==> src/rtl/spider_pkg.sv <==
// spider_pkg: shared types and constants for the spider hazard field
// (LFSR geometry, FSM state encoding, default playfield geometry).
package spider_pkg;

  // Pseudo-random source geometry. Right-shifting Galois form of
  // x^16 + x^14 + x^13 + x^11 + 1.
  localparam int              LFSR_W    = 16;
  localparam logic [LFSR_W-1:0] LFSR_TAPS = 16'hB400;

  // Field controller states.
  typedef enum logic [1:0] {
    ST_IDLE    = 2'd0,
    ST_SPAWN   = 2'd1,
    ST_ACTIVE  = 2'd2,
    ST_RESPAWN = 2'd3
  } field_state_t;

  // Default playfield geometry.
  localparam int DEF_STEP  = 32;
  localparam int DEF_X_MIN = 64;
  localparam int DEF_X_MAX = 896;
  localparam int DEF_Y_MIN = 64;
  localparam int DEF_Y_MAX = 832;
  localparam int DEF_PARK  = 700;

endpackage

==> src/rtl/spider_lfsr.sv <==
// spider_lfsr: 16-bit Galois LFSR, loads the seed while reset is high and
// advances once per cycle otherwise. Shared with the food spawner.
module spider_lfsr
  import spider_pkg::*;
(
  input  logic              clk,
  input  logic              reset,
  input  logic [LFSR_W-1:0] seed,
  output logic [LFSR_W-1:0] lfsr
);

  logic [LFSR_W-1:0] lfsr_q;
  logic [LFSR_W-1:0] lfsr_d;

  // Next state: shift right, fold the tap pattern in when a one falls out.
  always_comb begin
    lfsr_d = {1'b0, lfsr_q[LFSR_W-1:1]};
    if (lfsr_q[0]) begin
      lfsr_d = lfsr_d ^ LFSR_TAPS;
    end
  end

  // State register; seed must be nonzero or the sequence locks up.
  always_ff @(posedge clk) begin
    if (reset) begin
      lfsr_q <= seed;
    end else begin
      lfsr_q <= lfsr_d;
    end
  end

  assign lfsr = lfsr_q;

endmodule

==> src/rtl/spider_field.sv <==
// spider_field: holds NUM_SPIDERS spider slots on a STEP-aligned grid, spawns
// them from an LFSR, detects snake/spider collisions, parks hit spiders and
// respawns them after RESPAWN_CYCLES.
// Optional build macro SPIDER_DRIFT_EN: every 2^20 cycles each alive spider
// steps one grid cell in an LFSR-chosen direction.
module spider_field
  import spider_pkg::*;
#(
  parameter int                NUM_SPIDERS    = 5,
  parameter int                COORD_W        = 12,
  parameter int                STEP           = DEF_STEP,
  parameter int                X_MIN          = DEF_X_MIN,
  parameter int                X_MAX          = DEF_X_MAX,
  parameter int                Y_MIN          = DEF_Y_MIN,
  parameter int                Y_MAX          = DEF_Y_MAX,
  parameter int                PARK           = DEF_PARK,
  parameter int                RESPAWN_CYCLES = 1024,
  parameter logic [LFSR_W-1:0] SEED           = 16'hACE1,
  localparam int               IDX_W          = (NUM_SPIDERS > 1) ? $clog2(NUM_SPIDERS) : 1
) (
  input  logic                           clk,
  input  logic                           reset,
  input  logic                           start,
  input  logic [COORD_W-1:0]             snake_x,
  input  logic [COORD_W-1:0]             snake_y,
  output logic [NUM_SPIDERS*COORD_W-1:0] spider_x_flat,
  output logic [NUM_SPIDERS*COORD_W-1:0] spider_y_flat,
  output logic [NUM_SPIDERS-1:0]         spider_alive,
  output logic                           hit_valid,
  output logic [IDX_W-1:0]               hit_idx,
  output logic [NUM_SPIDERS-1:0]         hit_mask,
  output logic                           ready
);

  localparam int                  TMR_W     = $clog2(RESPAWN_CYCLES + 1);
  localparam logic [COORD_W-1:0]  GRID_MASK = ~COORD_W'(STEP - 1);
  localparam logic [COORD_W-1:0]  PARK_C    = COORD_W'(PARK);
  localparam logic [COORD_W-1:0]  X_LO      = COORD_W'(X_MIN);
  localparam logic [COORD_W-1:0]  X_HI      = COORD_W'(X_MAX);
  localparam logic [COORD_W-1:0]  Y_LO      = COORD_W'(Y_MIN);
  localparam logic [COORD_W-1:0]  Y_HI      = COORD_W'(Y_MAX);
  localparam logic [TMR_W-1:0]    TMR_LOAD  = TMR_W'(RESPAWN_CYCLES);

  field_state_t           state_q, state_d;
  logic [IDX_W-1:0]       slot_q, slot_d;          // spawn cursor, or slot being respawned
  logic [COORD_W-1:0]     x_q [NUM_SPIDERS];
  logic [COORD_W-1:0]     x_d [NUM_SPIDERS];
  logic [COORD_W-1:0]     y_q [NUM_SPIDERS];
  logic [COORD_W-1:0]     y_d [NUM_SPIDERS];
  logic [TMR_W-1:0]       tmr_q [NUM_SPIDERS];
  logic [TMR_W-1:0]       tmr_d [NUM_SPIDERS];
  logic [NUM_SPIDERS-1:0] alive_q, alive_d;
  logic                   hit_valid_q, hit_valid_d;
  logic [NUM_SPIDERS-1:0] hit_mask_q, hit_mask_d;
  logic [IDX_W-1:0]       hit_idx_q, hit_idx_d;

  logic [LFSR_W-1:0]      lfsr;
  logic [COORD_W-1:0]     cand_x, cand_y;
  logic                   cand_ok;
  logic                   detect_en;
  logic [NUM_SPIDERS-1:0] snake_on, cand_on, due, hits;
  logic [IDX_W-1:0]       hit_lo, due_lo;

  spider_lfsr u_lfsr (
    .clk   (clk),
    .reset (reset),
    .seed  (SEED),
    .lfsr  (lfsr)
  );

  // Grid-snapped candidate; y comes from the byte-swapped LFSR so the two
  // axes are not trivially correlated.
  assign cand_x = COORD_W'(lfsr) & GRID_MASK;
  assign cand_y = COORD_W'({lfsr[7:0], lfsr[15:8]}) & GRID_MASK;

  // Per-slot comparators and output packing. Dead slots never match.
  for (genvar gi = 0; gi < NUM_SPIDERS; gi++) begin : g_slot
    assign snake_on[gi] = alive_q[gi] && (x_q[gi] == snake_x) && (y_q[gi] == snake_y);
    assign cand_on[gi]  = alive_q[gi] && (x_q[gi] == cand_x)  && (y_q[gi] == cand_y);
    assign due[gi]      = !alive_q[gi] && (tmr_q[gi] == '0);
    assign spider_x_flat[gi*COORD_W +: COORD_W] = x_q[gi];
    assign spider_y_flat[gi*COORD_W +: COORD_W] = y_q[gi];
  end

  assign cand_ok = (cand_x >= X_LO) && (cand_x <= X_HI) &&
                   (cand_y >= Y_LO) && (cand_y <= Y_HI) &&
                   !((cand_x == snake_x) && (cand_y == snake_y)) &&
                   !(|cand_on);

  assign detect_en = (state_q == ST_ACTIVE) || (state_q == ST_RESPAWN);
  assign hits      = detect_en ? snake_on : '0;

  // Priority encoders: lowest hit slot and lowest slot ready to respawn.
  always_comb begin
    hit_lo = '0;
    due_lo = '0;
    for (int i = NUM_SPIDERS - 1; i >= 0; i--) begin
      if (hits[i]) hit_lo = IDX_W'(i);
      if (due[i])  due_lo = IDX_W'(i);
    end
  end

`ifdef SPIDER_DRIFT_EN
  logic [19:0] drift_cnt_q, drift_cnt_d;
  logic        drift_tick;

  assign drift_cnt_d = drift_cnt_q + 1'b1;
  assign drift_tick  = &drift_cnt_q;

  // Free-running drift period counter.
  always_ff @(posedge clk) begin
    if (reset) begin
      drift_cnt_q <= '0;
    end else begin
      drift_cnt_q <= drift_cnt_d;
    end
  end
`endif

  // Field next state: timers, drift, hits, spawn/respawn writes, FSM.
  always_comb begin
`ifdef SPIDER_DRIFT_EN
    int nx;
    int ny;
    nx = 0;
    ny = 0;
`endif
    state_d     = state_q;
    slot_d      = slot_q;
    x_d         = x_q;
    y_d         = y_q;
    tmr_d       = tmr_q;
    alive_d     = alive_q;
    hit_valid_d = |hits;
    hit_mask_d  = hits;
    hit_idx_d   = hit_lo;

    if (state_q != ST_IDLE) begin
      for (int i = 0; i < NUM_SPIDERS; i++) begin
        if (tmr_q[i] != '0) tmr_d[i] = tmr_q[i] - 1'b1;
      end
    end

`ifdef SPIDER_DRIFT_EN
    // Wander step; a hit below on the same slot overrides it.
    if (drift_tick && state_q != ST_IDLE) begin
      for (int i = 0; i < NUM_SPIDERS; i++) begin
        if (alive_q[i]) begin
          nx = int'(x_q[i]);
          ny = int'(y_q[i]);
          case (lfsr[(2*i) % LFSR_W +: 2])
            2'd0:    nx = nx + STEP;
            2'd1:    nx = nx - STEP;
            2'd2:    ny = ny + STEP;
            default: ny = ny - STEP;
          endcase
          if (nx >= X_MIN && nx <= X_MAX && ny >= Y_MIN && ny <= Y_MAX &&
              !(nx == int'(snake_x) && ny == int'(snake_y))) begin
            x_d[i] = COORD_W'(nx);
            y_d[i] = COORD_W'(ny);
          end
        end
      end
    end
`endif

    for (int i = 0; i < NUM_SPIDERS; i++) begin
      if (hits[i]) begin
        alive_d[i] = 1'b0;
        x_d[i]     = PARK_C;
        y_d[i]     = PARK_C;
        tmr_d[i]   = TMR_LOAD;
      end
    end

    // The slot written here is always dead, so it never collides with a hit.
    case (state_q)
      ST_IDLE: begin
        if (start) begin
          state_d = ST_SPAWN;
          slot_d  = '0;
        end
      end
      ST_SPAWN: begin
        if (cand_ok) begin
          x_d[slot_q]     = cand_x;
          y_d[slot_q]     = cand_y;
          alive_d[slot_q] = 1'b1;
          if (slot_q == IDX_W'(NUM_SPIDERS - 1)) begin
            state_d = ST_ACTIVE;
          end else begin
            slot_d = slot_q + 1'b1;
          end
        end
      end
      ST_ACTIVE: begin
        if (|due) begin
          state_d = ST_RESPAWN;
          slot_d  = due_lo;
        end
      end
      default: begin
        if (cand_ok) begin
          x_d[slot_q]     = cand_x;
          y_d[slot_q]     = cand_y;
          alive_d[slot_q] = 1'b1;
          state_d         = ST_ACTIVE;
        end
      end
    endcase
  end

  // Field state registers; reset parks everything and drops any pending hit.
  always_ff @(posedge clk) begin
    if (reset) begin
      state_q     <= ST_IDLE;
      slot_q      <= '0;
      alive_q     <= '0;
      hit_valid_q <= 1'b0;
      hit_mask_q  <= '0;
      hit_idx_q   <= '0;
      for (int i = 0; i < NUM_SPIDERS; i++) begin
        x_q[i]   <= PARK_C;
        y_q[i]   <= PARK_C;
        tmr_q[i] <= '0;
      end
    end else begin
      state_q     <= state_d;
      slot_q      <= slot_d;
      alive_q     <= alive_d;
      hit_valid_q <= hit_valid_d;
      hit_mask_q  <= hit_mask_d;
      hit_idx_q   <= hit_idx_d;
      x_q         <= x_d;
      y_q         <= y_d;
      tmr_q       <= tmr_d;
    end
  end

  assign spider_alive = alive_q;
  assign hit_valid    = hit_valid_q;
  assign hit_mask     = hit_mask_q;
  assign hit_idx      = hit_idx_q;
  assign ready        = (state_q == ST_ACTIVE);

endmodule

==> config.mk <==
export PLATFORM = sky130hd
export DESIGN_NAME = spider_field
export DESIGN_NICKNAME = d
export VERILOG_FILES = /design/src/rtl/spider_pkg.sv /design/src/rtl/spider_lfsr.sv /design/src/rtl/spider_field.sv
export SDC_FILE = /design/constraint.sdc
export NUM_CORES = 1
export LEC_CHECK = 0
export ABC_AREA = 1
export CAP_MARGIN = 20
export CORE_MARGIN = 2
export CORE_UTILIZATION = 57
export CTS_CLUSTER_SIZE = 10
export DETAILED_ROUTE_END_ITERATION = 8
export PLACE_DENSITY = 0.82
export SYNTH_ARGS = -nofsm -noshare
export SYNTH_HDL_FRONTEND = slang
export SYNTH_SLANG_ARGS = --single-unit
==> constraint.sdc <==
create_clock -name clk -period 2.6 [get_ports clk]
set_clock_uncertainty 0.1 [all_clocks]
set_input_delay 0.26 -clock clk [delete_from_list [all_inputs] [get_ports clk]]
set_output_delay 0.26 -clock clk [all_outputs]
set_load 0.02 [all_outputs]
==> qor.yml <==
reg2reg_from: "u_lfsr.lfsr[11]$_SDFF_PP1_"
seq_area_frac_synth_pct: 32.9
cts.htree.levels: 1
holdWs_ns: 0.304
finalSetupViolations: 0
hp-class: "reg2reg"
routed_wl_microns: 50700
cap_violations: 0
ir_drop_mv: 0.979
syn_area_sq_um: 12800
grt_remaining_overflow: 0
worstSkewPairLatency_ns: 0.55
drive_gt1_share_pct: 10.6
drtIter0Drc: 1686
postLayoutCoreUtil_pct: 75.0
ios: 162
nets: 2374
worstSetupEndpointType: "register"
synth_area_per_cell_sq_um: 6.22
rrSetupSlack_ns: 0.1
pre_cts_ws_ns: -0.149
synth_area_leaders: "dfxtp_1, nand2_1, nor2_1"
io_buffer_count: 161
timing.fmax_mhz: 400
required_ns: 2.96
synth_area_leader_cell: "dfxtp_1"
fin_crit_sh_pct: 96.2
drt-pass1-iter-count: 6
whs_path_depth: 2
num_rows: 54
cts_root_buffer: "clkbuf_16"
dieArea_sq_um: 23600
num_vias: 14900
cts_tree: "yes"
synth_seq_cells: 210
rsz0062_at_grt: "false"
finalCriticalPeriod_ns: 2.50
criticalPathCategory: "reg2reg"
ys_warn_count: 0
fp.dieH_microns: 154
layout-area-overhead-vs-synth_pct: 28.5
place.gp.congestion: 1.09
viasPerCell: 5.70
synth_cells: 2054
worst_pin_slew_ns: 0.627
cts_hold_buf: 0
power.density_nw_per_um2: 757
cts_buffer_depth: 3
yosys.area.top_type_share_pct: 32.9
dieWidth_microns: 154
grt_pass1_wl_microns: 77200
slew_viol_final: 0
status: "completed"
grt_max_degree: 36
antenna_found_initial: 1
setup.worst_path.start_class: "register"
postRouteAntennaNets: 0
fin_cells: 2615
place_inst: 2572
synth_fp_nets: 2098
grt_pass1_vias: 14300
clk_pin_slew_ns: 0.06
placed_cell_area_sq_um: 15600
fin_ws_ns: 0.0984
p_leak_uw: 0.00785
core_area_sq_um: 21900
final_area_sq_um: 16400
whs_endpoint: "u_lfsr.lfsr[3]$_SDFF_PP0_"
n_fill_cell: 1784
wl_per_cell_microns: 19.4
mostFrequentLayoutCell: "nand2_1"
worst_ep_arrival_time_ns: 2.86
cts_buffers: 25
ff2ff_path_depth: 12
cts_num_sinks: 210
hp-start: "u_lfsr.lfsr[4]$_SDFF_PP0_"
most-common-layout-cells: "nand2_1, nor2_1, inv_1"
r2r_end: "spider_x_flat[1]$_SDFF_PP0_"
cp_max_fo: 6
yosysUniqueCellTypes: 45
finalHoldViolCount: 0
grt_use_total_pct: 41.4
relSlewSlack_pct: 57.8
dp_hpwl_microns: 39000
drc: 0
start_util_pct: 58.3
==> area by class of cell <==
class                           instances  area, sq um  share of cell area [%]
Sequential cell                       210         4210                    25.7
Antenna cell                            1         2.50                  0.0152
Tap cell                              280          350                    2.13
Multi-Input combinational cell       1492         7210                    43.9
Clock inverter                          3         30.0                   0.183
Clock buffer                           28          647                    3.94
Inverter                              280         1060                    6.45
Timing Repair Buffer                  321         2900                    17.7
==> what timing repair did <==
item,CTS,global route
resized for setup,4,19
pin swaps,0,5
setup buffers,0,11
cloned,0,0
setup endpoints to repair,14,93
==> sequential cells by signal, summed over array words and instances (netlist names) <==
signal,count
tmr_q,55
hit_mask,5
spider_x_flat,60
spider_alive,5
state_q,2
u_lfsr.lfsr,16
spider_y_flat,60
hit_valid,1
hit_idx,3
slot_q,3
==> cells by family (layout without fill, tap and decap cells) <==
logic type               count (synthesis)  count (layout)  synth area share, %
flip-flops                             210             210                 32.9
AO/OA/AOI/OAI                          140             140                 5.85
other                                    0               1                    0
AND/OR/NAND/NOR                       1222            1222                 40.8
adder cells (fa/ha/maj)                 17              17                 1.67
buffers and inverters                  352             632                 11.0
XOR/XNOR                               113             113                 7.75
==> routing by layer <==
| layer | global-route usage [%] | wire (microns) |
|---|---|---|
| met5 | 0 | 0 |
| met4 | 22.1 | 3240 |
| met3 | 7.86 | 5800 |
| met2 | 67.6 | 22600 |
| met1 | 51.9 | 19100 |
==> report_power, final <==
part	switching [uW]	internal (uW)
Sequential	379	3640
Clock	1370	1750
Combinational	3560	1730
Total	5310	7110
==> critical path, cell delays in order, from the launching register on <==
cell	delay (ns)
dfxtp_1	0.55
inv_1	0.12
buf_4	0.19
nand2_1	0.06
nand4_1	0.10
nor2_1	0.14
nand2_1	0.06
nor2_1	0.18
nor2_4	0.08
nand4_2	0.24
clkinvlp_4	0.24
buf_4	0.20
nor3_1	0.16
==> worst max path at each step <==
stage	startpoint	to	slack (ns)	cells past startpoint
after floorplan	state_q[0]$_SDFFE_PP0P_	spider_y_flat[21]$_SDFF_PP1_	0.22	12
after global placement	snake_x[9]	tmr_q[42]$_SDFFE_PP0P_	-0.06	11
after detailed placement	snake_x[6]	spider_x_flat[27]$_SDFF_PP1_	-0.15	16
after CTS	state_q[0]$_SDFFE_PP0P_	tmr_q[42]$_SDFFE_PP0P_	0.01	10
after global routing	u_lfsr.lfsr[3]$_SDFF_PP0_	spider_x_flat[33]$_SDFF_PP1_	0.01	16
final	u_lfsr.lfsr[11]$_SDFF_PP1_	spider_x_flat[1]$_SDFF_PP0_	0.1	12
==> through the flow <==
| step | total power [uW] | setup TNS [ns] |
|---|---|---|
| floorplan | 7330 | 0 |
| global placement | 8820 | -0.891 |
| detailed placement | 9060 | -5.60 |
| CTS | 12200 | 0 |
| global route | 13100 | 0 |
| finish | 12400 | 0 |
==> Yosys cell counts (all sizes together) <==
cell	number
nor4b	2
nor3b	9
nor2	285
nor4	15
a311oi	1
nand2	645
a31oi	5
and3	5
nor3	65
clkbuf	18
o31ai	1
buf	54
o22ai	12
a21oi	88
ha	17
xnor2	40
clkinv	6
nand3	113
nand4	57
or2	19
o21a	5
or3	1
nand3b	2
and2	4
a22oi	1
xor2	73
inv	274
dfxtp	210
o21ai	27
Power figures use the tool's default switching activity.
